==> src/rtl/mandelbrot_pkg.sv <==
`default_nettype none
// ============================================================================
// Module      : mandelbrot_pkg
// Description : Shared definitions for the Mandelbrot point iterator:
//               default fixed-point geometry, iteration counter width
//               and the controller state encoding.
// Revision    : 1.0 - initial release
// ============================================================================
package mandelbrot_pkg;

  localparam int DEF_COORD_W = 12;  // c input width, Q(COORD_W-FRAC).FRAC
  localparam int DEF_FRAC    = 9;   // fractional bits of every value
  localparam int ITER_W      = 6;   // iteration counter / limit width

  typedef enum logic [1:0] {
    ST_IDLE = 2'd0,
    ST_ITER = 2'd1,
    ST_DONE = 2'd2
  } state_t;

endpackage
`default_nettype wire

==> src/rtl/mandelbrot_step.sv <==
`default_nettype none
// ============================================================================
// Module      : mandelbrot_step
// Description : One combinational z <- z^2 + c step plus the |z|^2 > 4
//               escape test, evaluated on the current z.
// Ports       : zr_i, zi_i       current z (COORD_W+2 bits, signed)
//               c_re_i, c_im_i   point c (COORD_W bits, signed)
//               escape_o         1 when zr^2 + zi^2 > 4.0 (exact)
//               zr_next_o        zr^2 - zi^2 + c_re
//               zi_next_o        2*zr*zi + c_im
// Revision    : 1.0 - initial release
// ============================================================================
module mandelbrot_step
  import mandelbrot_pkg::*;
#(
  parameter int COORD_W = DEF_COORD_W,
  parameter int FRAC    = DEF_FRAC
) (
  input  logic signed [COORD_W+1:0] zr_i,
  input  logic signed [COORD_W+1:0] zi_i,
  input  logic signed [COORD_W-1:0] c_re_i,
  input  logic signed [COORD_W-1:0] c_im_i,
  output logic                      escape_o,
  output logic signed [COORD_W+1:0] zr_next_o,
  output logic signed [COORD_W+1:0] zi_next_o
);

  localparam int ZW = COORD_W + 2;
  localparam int PW = 2 * ZW;
  // One bit above the product width so that the doubled cross product
  // (|2*zr*zi| can reach 2^(PW-1)) and the magnitude sum never wrap.
  localparam int SW = PW + 1;

  // 4.0 expressed in the unshifted product scale (2*FRAC fractional bits).
  localparam logic signed [SW-1:0] c_FOUR =
    {{(SW - 2*FRAC - 3){1'b0}}, 3'b100, {(2*FRAC){1'b0}}};

  logic signed [SW-1:0] w_zr_x, w_zi_x, w_cre_x, w_cim_x;
  logic signed [SW-1:0] w_zr2, w_zi2, w_zrzi, w_cross, w_mag;
  logic signed [SW-1:0] w_zr_sum, w_zi_sum;
  logic                 w_unused_hi;

  assign w_zr_x  = {{(SW-ZW){zr_i[ZW-1]}}, zr_i};
  assign w_zi_x  = {{(SW-ZW){zi_i[ZW-1]}}, zi_i};
  assign w_cre_x = {{(SW-COORD_W){c_re_i[COORD_W-1]}}, c_re_i};
  assign w_cim_x = {{(SW-COORD_W){c_im_i[COORD_W-1]}}, c_im_i};

  assign w_zr2   = w_zr_x * w_zr_x;
  assign w_zi2   = w_zi_x * w_zi_x;
  assign w_zrzi  = w_zr_x * w_zi_x;
  assign w_cross = w_zrzi <<< 1;

  // Escape test on the full-precision sum, no truncation.
  assign w_mag    = w_zr2 + w_zi2;
  assign escape_o = (w_mag > c_FOUR);

  // Each product is rescaled by an arithmetic shift (floor) before c is added.
  assign w_zr_sum = (w_zr2 >>> FRAC) - (w_zi2 >>> FRAC) + w_cre_x;
  assign w_zi_sum = (w_cross >>> FRAC) + w_cim_x;

  // Any point that has not escaped has |z| <= 2 and |c| < 4, so the next z
  // stays inside the two guard integer bits; the upper bits are redundant.
  assign zr_next_o   = w_zr_sum[ZW-1:0];
  assign zi_next_o   = w_zi_sum[ZW-1:0];
  assign w_unused_hi = ^{w_zr_sum[SW-1:ZW], w_zi_sum[SW-1:ZW]};

endmodule
`default_nettype wire

==> src/rtl/mandelbrot_iterator.sv <==
`default_nettype none
// ============================================================================
// Module      : mandelbrot_iterator
// Description : Iterates z <- z^2 + c for one point until |z|^2 > 4 or the
//               iteration limit is hit, then reports the escape count.
// Ports       : clk, rst          clock, asynchronous active-high reset
//               start             request a new point (taken in IDLE only)
//               c_re, c_im        point c, sampled on an accepted start
//               max_iter          iteration limit, sampled on accepted start
//               busy              high in ITER and DONE
//               done              one-cycle result-valid pulse
//               iteration_count   escape count (or the limit if in the set)
//               in_set            limit reached without escape
// Revision    : 1.0 - initial release
// ============================================================================
module mandelbrot_iterator
  import mandelbrot_pkg::*;
#(
  parameter int COORD_W = DEF_COORD_W,
  parameter int FRAC    = DEF_FRAC
) (
  input  logic                      clk,
  input  logic                      rst,
  input  logic                      start,
  input  logic signed [COORD_W-1:0] c_re,
  input  logic signed [COORD_W-1:0] c_im,
  input  logic        [ITER_W-1:0]  max_iter,
  output logic                      busy,
  output logic                      done,
  output logic        [ITER_W-1:0]  iteration_count,
  output logic                      in_set
);

  localparam int ZW = COORD_W + 2;

  state_t                    state_q, state_d;
  logic signed [ZW-1:0]      zr_q, zr_d, zi_q, zi_d;
  logic signed [COORD_W-1:0] cre_q, cre_d, cim_q, cim_d;
  logic        [ITER_W-1:0]  n_q, n_d, max_q, max_d;
  logic        [ITER_W-1:0]  count_q, count_d;
  logic                      inset_q, inset_d;

  logic                      w_escape;
  logic signed [ZW-1:0]      w_zr_next, w_zi_next;

  mandelbrot_step #(
    .COORD_W (COORD_W),
    .FRAC    (FRAC)
  ) u_step (
    .zr_i      (zr_q),
    .zi_i      (zi_q),
    .c_re_i    (cre_q),
    .c_im_i    (cim_q),
    .escape_o  (w_escape),
    .zr_next_o (w_zr_next),
    .zi_next_o (w_zi_next)
  );

  always_ff @(posedge clk or posedge rst) begin
    if (rst) begin
      state_q <= ST_IDLE;
      zr_q    <= '0;
      zi_q    <= '0;
      cre_q   <= '0;
      cim_q   <= '0;
      n_q     <= '0;
      max_q   <= '0;
      count_q <= '0;
      inset_q <= 1'b0;
    end else begin
      state_q <= state_d;
      zr_q    <= zr_d;
      zi_q    <= zi_d;
      cre_q   <= cre_d;
      cim_q   <= cim_d;
      n_q     <= n_d;
      max_q   <= max_d;
      count_q <= count_d;
      inset_q <= inset_d;
    end
  end

  always_comb begin
    state_d = state_q;
    zr_d    = zr_q;
    zi_d    = zi_q;
    cre_d   = cre_q;
    cim_d   = cim_q;
    n_d     = n_q;
    max_d   = max_q;
    count_d = count_q;
    inset_d = inset_q;
    busy    = 1'b1;
    done    = 1'b0;

    case (state_q)
      ST_IDLE: begin
        busy = 1'b0;
        if (start) begin
          cre_d   = c_re;
          cim_d   = c_im;
          max_d   = max_iter;
          zr_d    = '0;
          zi_d    = '0;
          n_d     = '0;
          state_d = ST_ITER;
        end
      end
      ST_ITER: begin
        // Escape takes priority over the limit: a point escaping exactly at
        // n == max_iter is reported as escaped.
        if (w_escape) begin
          count_d = n_q;
          inset_d = 1'b0;
          state_d = ST_DONE;
        end else if (n_q == max_q) begin
          count_d = max_q;
          inset_d = 1'b1;
          state_d = ST_DONE;
        end else begin
          zr_d = w_zr_next;
          zi_d = w_zi_next;
          n_d  = n_q + 1'b1;
        end
      end
      ST_DONE: begin
        done    = 1'b1;
        state_d = ST_IDLE;
      end
      default: begin
        state_d = ST_IDLE;
      end
    endcase
  end

  assign iteration_count = count_q;
  assign in_set          = inset_q;

endmodule
`default_nettype wire
==> config.mk <==
export PLATFORM = sky130hd
export DESIGN_NAME = mandelbrot_iterator
export DESIGN_NICKNAME = d
export VERILOG_FILES = /design/src/rtl/mandelbrot_pkg.sv /design/src/rtl/mandelbrot_step.sv /design/src/rtl/mandelbrot_iterator.sv
export SDC_FILE = /design/constraint.sdc
export NUM_CORES = 2
export LEC_CHECK = 0
export CORE_AREA = 4 4 219 221
export CTS_CLUSTER_DIAMETER = 80
export DETAILED_ROUTE_END_ITERATION = 16
export DIE_AREA = 0 0 223 225
export GPL_ROUTABILITY_DRIVEN = 0
export PLACE_DENSITY = 0.71
export SYNTH_ARGS = -nofsm -noshare
export SYNTH_HDL_FRONTEND = slang
export SYNTH_SLANG_ARGS = --single-unit
export TNS_END_PERCENT = 100
==> constraint.sdc <==
create_clock -name clk -period 15.8 [get_ports clk]
set_input_delay 3.16 -clock clk [delete_from_list [all_inputs] [get_ports clk]]
set_output_delay 3.16 -clock clk [all_outputs]
set_load 0.05 [all_outputs]
==> impl_results.html <==
<table>
<tr><th>Metric</th><th>Value</th></tr>
<tr><th colspan="2">Timing</th></tr>
<tr><td>Minimum clock period after layout</td><td>11360 ps</td></tr>
<tr><td>Final hold violation count</td><td>0</td></tr>
<tr><td>Max Fclk</td><td>0.0880 GHz</td></tr>
<tr><td>Unrepaired setup endpoints after global routing</td><td>no</td></tr>
<tr><td>Final TNS setup</td><td>0 ps</td></tr>
<tr><td>Worst-margin pin slew</td><td>between 1000 and 1500 ps</td></tr>
<tr><td>Max Transition Viols Final</td><td>0</td></tr>
<tr><td>Max_slew headroom</td><td>between 20% and 30%</td></tr>
<tr><td>Fraction of the cycle the final worst path needs</td><td>71.9%</td></tr>
<tr><td>Setup-failing EPs final</td><td>0</td></tr>
<tr><td>Clock tree skew after final layout</td><td>roughly 11 ps</td></tr>
<tr><th colspan="2">Synthesis</th></tr>
<tr><td>Post-Syn Instances</td><td>2825</td></tr>
<tr><td>Synth cell count leaders</td><td>sky130_fd_sc_hd__inv_1, sky130_fd_sc_hd__fa_1, sky130_fd_sc_hd__nand2_1, sky130_fd_sc_hd__ha_1, sky130_fd_sc_hd__nor2_1</td></tr>
<tr><td>Synth Cell Area</td><td>25000 µm²</td></tr>
<tr><td>Mean area per synthesized cell</td><td>slightly below 9 µm²</td></tr>
<tr><td>Most area-consuming cells after synthesis</td><td>sky130_fd_sc_hd__fa_1, sky130_fd_sc_hd__ha_1, sky130_fd_sc_hd__inv_1</td></tr>
<tr><td>Register area share after synthesis</td><td>under 10%</td></tr>
<tr><td>Synthesis Warnings</td><td>0</td></tr>
<tr><td>Cell taking the most area after synthesis</td><td>sky130_fd_sc_hd__fa_1</td></tr>
<tr><td>Number of unique standard cell types used by synthesis</td><td>64</td></tr>
<tr><td>Async set or reset register ratio after synthesis</td><td>between 90% and 100%</td></tr>
<tr><td>EDFF count, synth</td><td>0</td></tr>
<tr><td>Most common cell in the netlist</td><td>sky130_fd_sc_hd__inv_1</td></tr>
<tr><td>Primary flip-flop cell chosen by synthesis mapping</td><td>sky130_fd_sc_hd__dfrtp_1</td></tr>
<tr><td>Net Count, Synth</td><td>3612</td></tr>
<tr><td>Number of storage elements in the synthesis netlist</td><td>73</td></tr>
<tr><td>Area fraction of the dominant cell type after synthesis</td><td>40.5%</td></tr>
<tr><th colspan="2">Cells and area</th></tr>
<tr><td>Design area</td><td>approximately 26000 µm²</td></tr>
<tr><td>Utilization after layout</td><td>56.9%</td></tr>
<tr><td>Layout fillers</td><td>approximately 4100</td></tr>
<tr><td>Ant. Diodes</td><td>0</td></tr>
<tr><td>Synth-to-Final Area Change</td><td>5.29%</td></tr>
<tr><td>Fin nets</td><td>3593</td></tr>
<tr><td>Non-filler instance count after layout</td><td>about 3400</td></tr>
<tr><td>Fraction of layout cells with a size suffix above 1</td><td>around 2.7%</td></tr>
<tr><th colspan="2">Critical path</th></tr>
<tr><td>Critical path launch point type</td><td>register</td></tr>
<tr><td>CP Class</td><td>register to register</td></tr>
<tr><td>Slowest cell on the critical path</td><td>sky130_fd_sc_hd__dfrtp_1</td></tr>
<tr><td>Max stage delay on crit path</td><td>990 ps</td></tr>
<tr><td>Data required time of the critical path</td><td>16020 ps</td></tr>
<tr><td>Kind of capture point of the worst setup path</td><td>register</td></tr>
<tr><td>Data arrival time of the critical path</td><td>11590 ps</td></tr>
<tr><td>Maximum fanout count along the critical path</td><td>28</td></tr>
<tr><th colspan="2">Die</th></tr>
<tr><td>Area enclosed by the die boundary</td><td>50200 µm²</td></tr>
<tr><td>I/O pin total</td><td>42</td></tr>
<tr><td>Initial core utilization</td><td>between 50 and 60%</td></tr>
<tr><td>Height of the chip</td><td>225 µm</td></tr>
<tr><td>Die X-Extent</td><td>223 µm</td></tr>
<tr><td>Core Box Area</td><td>46200 µm²</td></tr>
<tr><td>Floorplan row count</td><td>79</td></tr>
<tr><th colspan="2">Clock network</th></tr>
<tr><td>Clock transition at the registers of the reported paths</td><td>~70 ps</td></tr>
<tr><td>Post-cts gate resize count</td><td>0</td></tr>
<tr><td>Clock root buffer master</td><td>sky130_fd_sc_hd__clkbuf_16</td></tr>
<tr><td>Maximum clock path buffer count</td><td>2</td></tr>
<tr><td>Hold-fix buffers, CTS</td><td>0</td></tr>
<tr><td>Clk Latency, worst-skew pair</td><td>around 370 ps</td></tr>
<tr><td>Clock net sink count</td><td>between 70 and 80</td></tr>
<tr><td>Post CTS Setup Buffer Count</td><td>0</td></tr>
<tr><td>CTS tree</td><td>done</td></tr>
<tr><td>Total number of H-tree levels</td><td>3</td></tr>
<tr><td>Inserted Clock Buffers</td><td>9</td></tr>
<tr><th colspan="2">Place</th></tr>
<tr><td>Total placed instance area</td><td>26000 µm²</td></tr>
<tr><td>Buffers on Ports</td><td>between 40 and 50</td></tr>
<tr><td>Dpl hpwl</td><td>49000 µm</td></tr>
<tr><td>Number of placed cells counting well taps</td><td>3402</td></tr>
<tr><th colspan="2">Run status</th></tr>
<tr><td>Run status</td><td>finished, final reports clean</td></tr>
<tr><th colspan="2">Job</th></tr>
<tr><td>Number of maximum-capacitance violations</td><td>0</td></tr>
<tr><th colspan="2">Route</th></tr>
<tr><td>Number of antenna-violating nets in the routed design</td><td>0</td></tr>
<tr><td>Routed wirelength normalized by instance count</td><td>17.8 µm</td></tr>
<tr><td>DRC Markers</td><td>0</td></tr>
<tr><td>Via count</td><td>18700</td></tr>
<tr><td>1st-pass router iterations</td><td>5</td></tr>
<tr><td>Detailed Route Iter0 Violations</td><td>1255</td></tr>
<tr><td>Uppermost metal layer occupied by signal nets</td><td>met4</td></tr>
<tr><td>Routed met1 length</td><td>24100 µm</td></tr>
<tr><td>Amount of wire on met2 after detailed routing</td><td>29200 µm</td></tr>
<tr><td>Routed via count divided by cell count</td><td>5.47</td></tr>
<tr><td>Total met3 wirelength after detailed routing</td><td>4370 µm</td></tr>
<tr><td>Post-detailed-routing wire length</td><td>60700 µm</td></tr>
<tr><th colspan="2">Min path</th></tr>
<tr><td>Worst Hold Class</td><td>register to register</td></tr>
<tr><th colspan="2">Global route</th></tr>
<tr><td>Antenna violations before repair</td><td>2</td></tr>
<tr><td>Residual overflow from global routing</td><td>0</td></tr>
<tr><td>Wire length of the first global-routing pass</td><td>102000 µm</td></tr>
<tr><td>Via count of the first global-routing pass</td><td>20100</td></tr>
<tr><td>Combined global-route utilization of all metal layers</td><td>25.3%</td></tr>
<tr><td>Maximum number of pins on one net before global-route repair</td><td>74</td></tr>
</table>
cells by family after synthesis:
family	share of synthesized area (%)
compound gates	8.56
xor+xnor	5.54
fa+ha+maj	53.0
buf+inv	11.9
flops	7.32
mux	0.491
other cells	0.0301
simple gates	13.2
critical path, delay by kind of cell, from the launching register on:
family                     cells  cell delay [ps]
AOI/OAI and AO/OA             10             2550
DFF                            1              990
adders and majority gates      8             3890
xor gates and xnor gates       2              350
buffers and inverters          5              880
and+or+nand+nor               10             2540
final cells by class:
cell class / instances / area [µm²] / share of cell area, %
sequential: 73 / 1830 / 6.95
timing repair buffer: 68 / 613 / 2.33
clock inverter: 7 / 75.1 / 0.286
inverter: 691 / 2590 / 9.88
multi-input combinational: 1963 / 20200 / 76.8
tap: 607 / 759 / 2.89
clock buffer: 9 / 225 / 0.857
sequential cells by signal, summed over array words and instances, names as in the netlist:
signal	cells
cim_q	12
cre_q	12
in_set	1
iteration_count	6
max_q	6
n_q	6
state_q	2
zi_q	14
zr_q	14
layer usage:
| layer | vias to the layer above | GRT usage, % |
|---|---|---|
| li1 | 8516 | - |
| met1 | 9451 | 32.5 |
| met2 | 602 | 41.9 |
| met3 | 139 | 5.17 |
| met4 | 0 | 10.7 |
| met5 | - | 0.0949 |
final timing paths:
check | start | end | slack [ps] | depth (start not counted)
max in group asynchronous | rst | cre_q[0] | 11630 | 3
worst min register to register | cre_q[0] | cre_q[0] | 500 | 2
worst min-delay path | cre_q[0] | cre_q[0] | 500 | 2
worst max-delay path | zi_q[13] | iteration_count[0] | 4440 | 35
min in group asynchronous | rst | cim_q[11] | 3470 | 3
worst max register to register | zi_q[13] | iteration_count[0] | 4440 | 35
per-stage QoR:
stage | worst slack [ps] | hold WS [ps]
finish | 4440 | 503
global route | 3720 | 537
CTS | 4370 | 509
detailed placement | 4490 | 492
global placement | 4800 | 484
floorplan | 6250 | 452
placed cells by master (no fill, tap or decap), types with 4 or more instances in the layout:
master | netlist | final
sky130_fd_sc_hd__o21ai_1 | 11 | 11
sky130_fd_sc_hd__o21a_1 | 11 | 11
sky130_fd_sc_hd__and4_1 | 4 | 4
sky130_fd_sc_hd__dfrtp_1 | 73 | 73
sky130_fd_sc_hd__nor2_1 | 129 | 129
sky130_fd_sc_hd__nand4_1 | 13 | 13
sky130_fd_sc_hd__clkinv_1 | 4 | 4
sky130_fd_sc_hd__ha_1 | 249 | 249
sky130_fd_sc_hd__xnor2_1 | 116 | 116
sky130_fd_sc_hd__o21bai_1 | 20 | 20
sky130_fd_sc_hd__nor4_1 | 7 | 7
sky130_fd_sc_hd__a22oi_1 | 6 | 6
sky130_fd_sc_hd__a21o_1 | 43 | 43
sky130_fd_sc_hd__clkdlybuf4s50_1 | 0 | 41
sky130_fd_sc_hd__a211o_1 | 4 | 4
sky130_fd_sc_hd__o211a_1 | 5 | 5
sky130_fd_sc_hd__or2_2 | 5 | 5
sky130_fd_sc_hd__nor2b_1 | 25 | 25
sky130_fd_sc_hd__clkbuf_16 | 0 | 9
sky130_fd_sc_hd__nand2b_1 | 23 | 23
sky130_fd_sc_hd__inv_1 | 686 | 685
sky130_fd_sc_hd__a31oi_1 | 8 | 8
sky130_fd_sc_hd__and2_1 | 103 | 102
sky130_fd_sc_hd__a31o_2 | 9 | 9
sky130_fd_sc_hd__a211oi_1 | 7 | 7
sky130_fd_sc_hd__o211ai_1 | 8 | 8
sky130_fd_sc_hd__a21oi_1 | 83 | 83
sky130_fd_sc_hd__o21ai_0 | 63 | 63
sky130_fd_sc_hd__nand3_1 | 14 | 14
sky130_fd_sc_hd__o31ai_1 | 12 | 12
sky130_fd_sc_hd__nand2_1 | 344 | 344
sky130_fd_sc_hd__mux2i_1 | 10 | 10
sky130_fd_sc_hd__nor3_1 | 15 | 15
sky130_fd_sc_hd__buf_4 | 0 | 27
sky130_fd_sc_hd__and3_1 | 10 | 10
sky130_fd_sc_hd__fa_1 | 505 | 505
sky130_fd_sc_hd__xor2_1 | 40 | 40
sky130_fd_sc_hd__or3_1 | 20 | 20
Power is left out: the tool's default activity adds up to more than one toggle a clock period on the data nets, which glitch-free logic cannot reach.
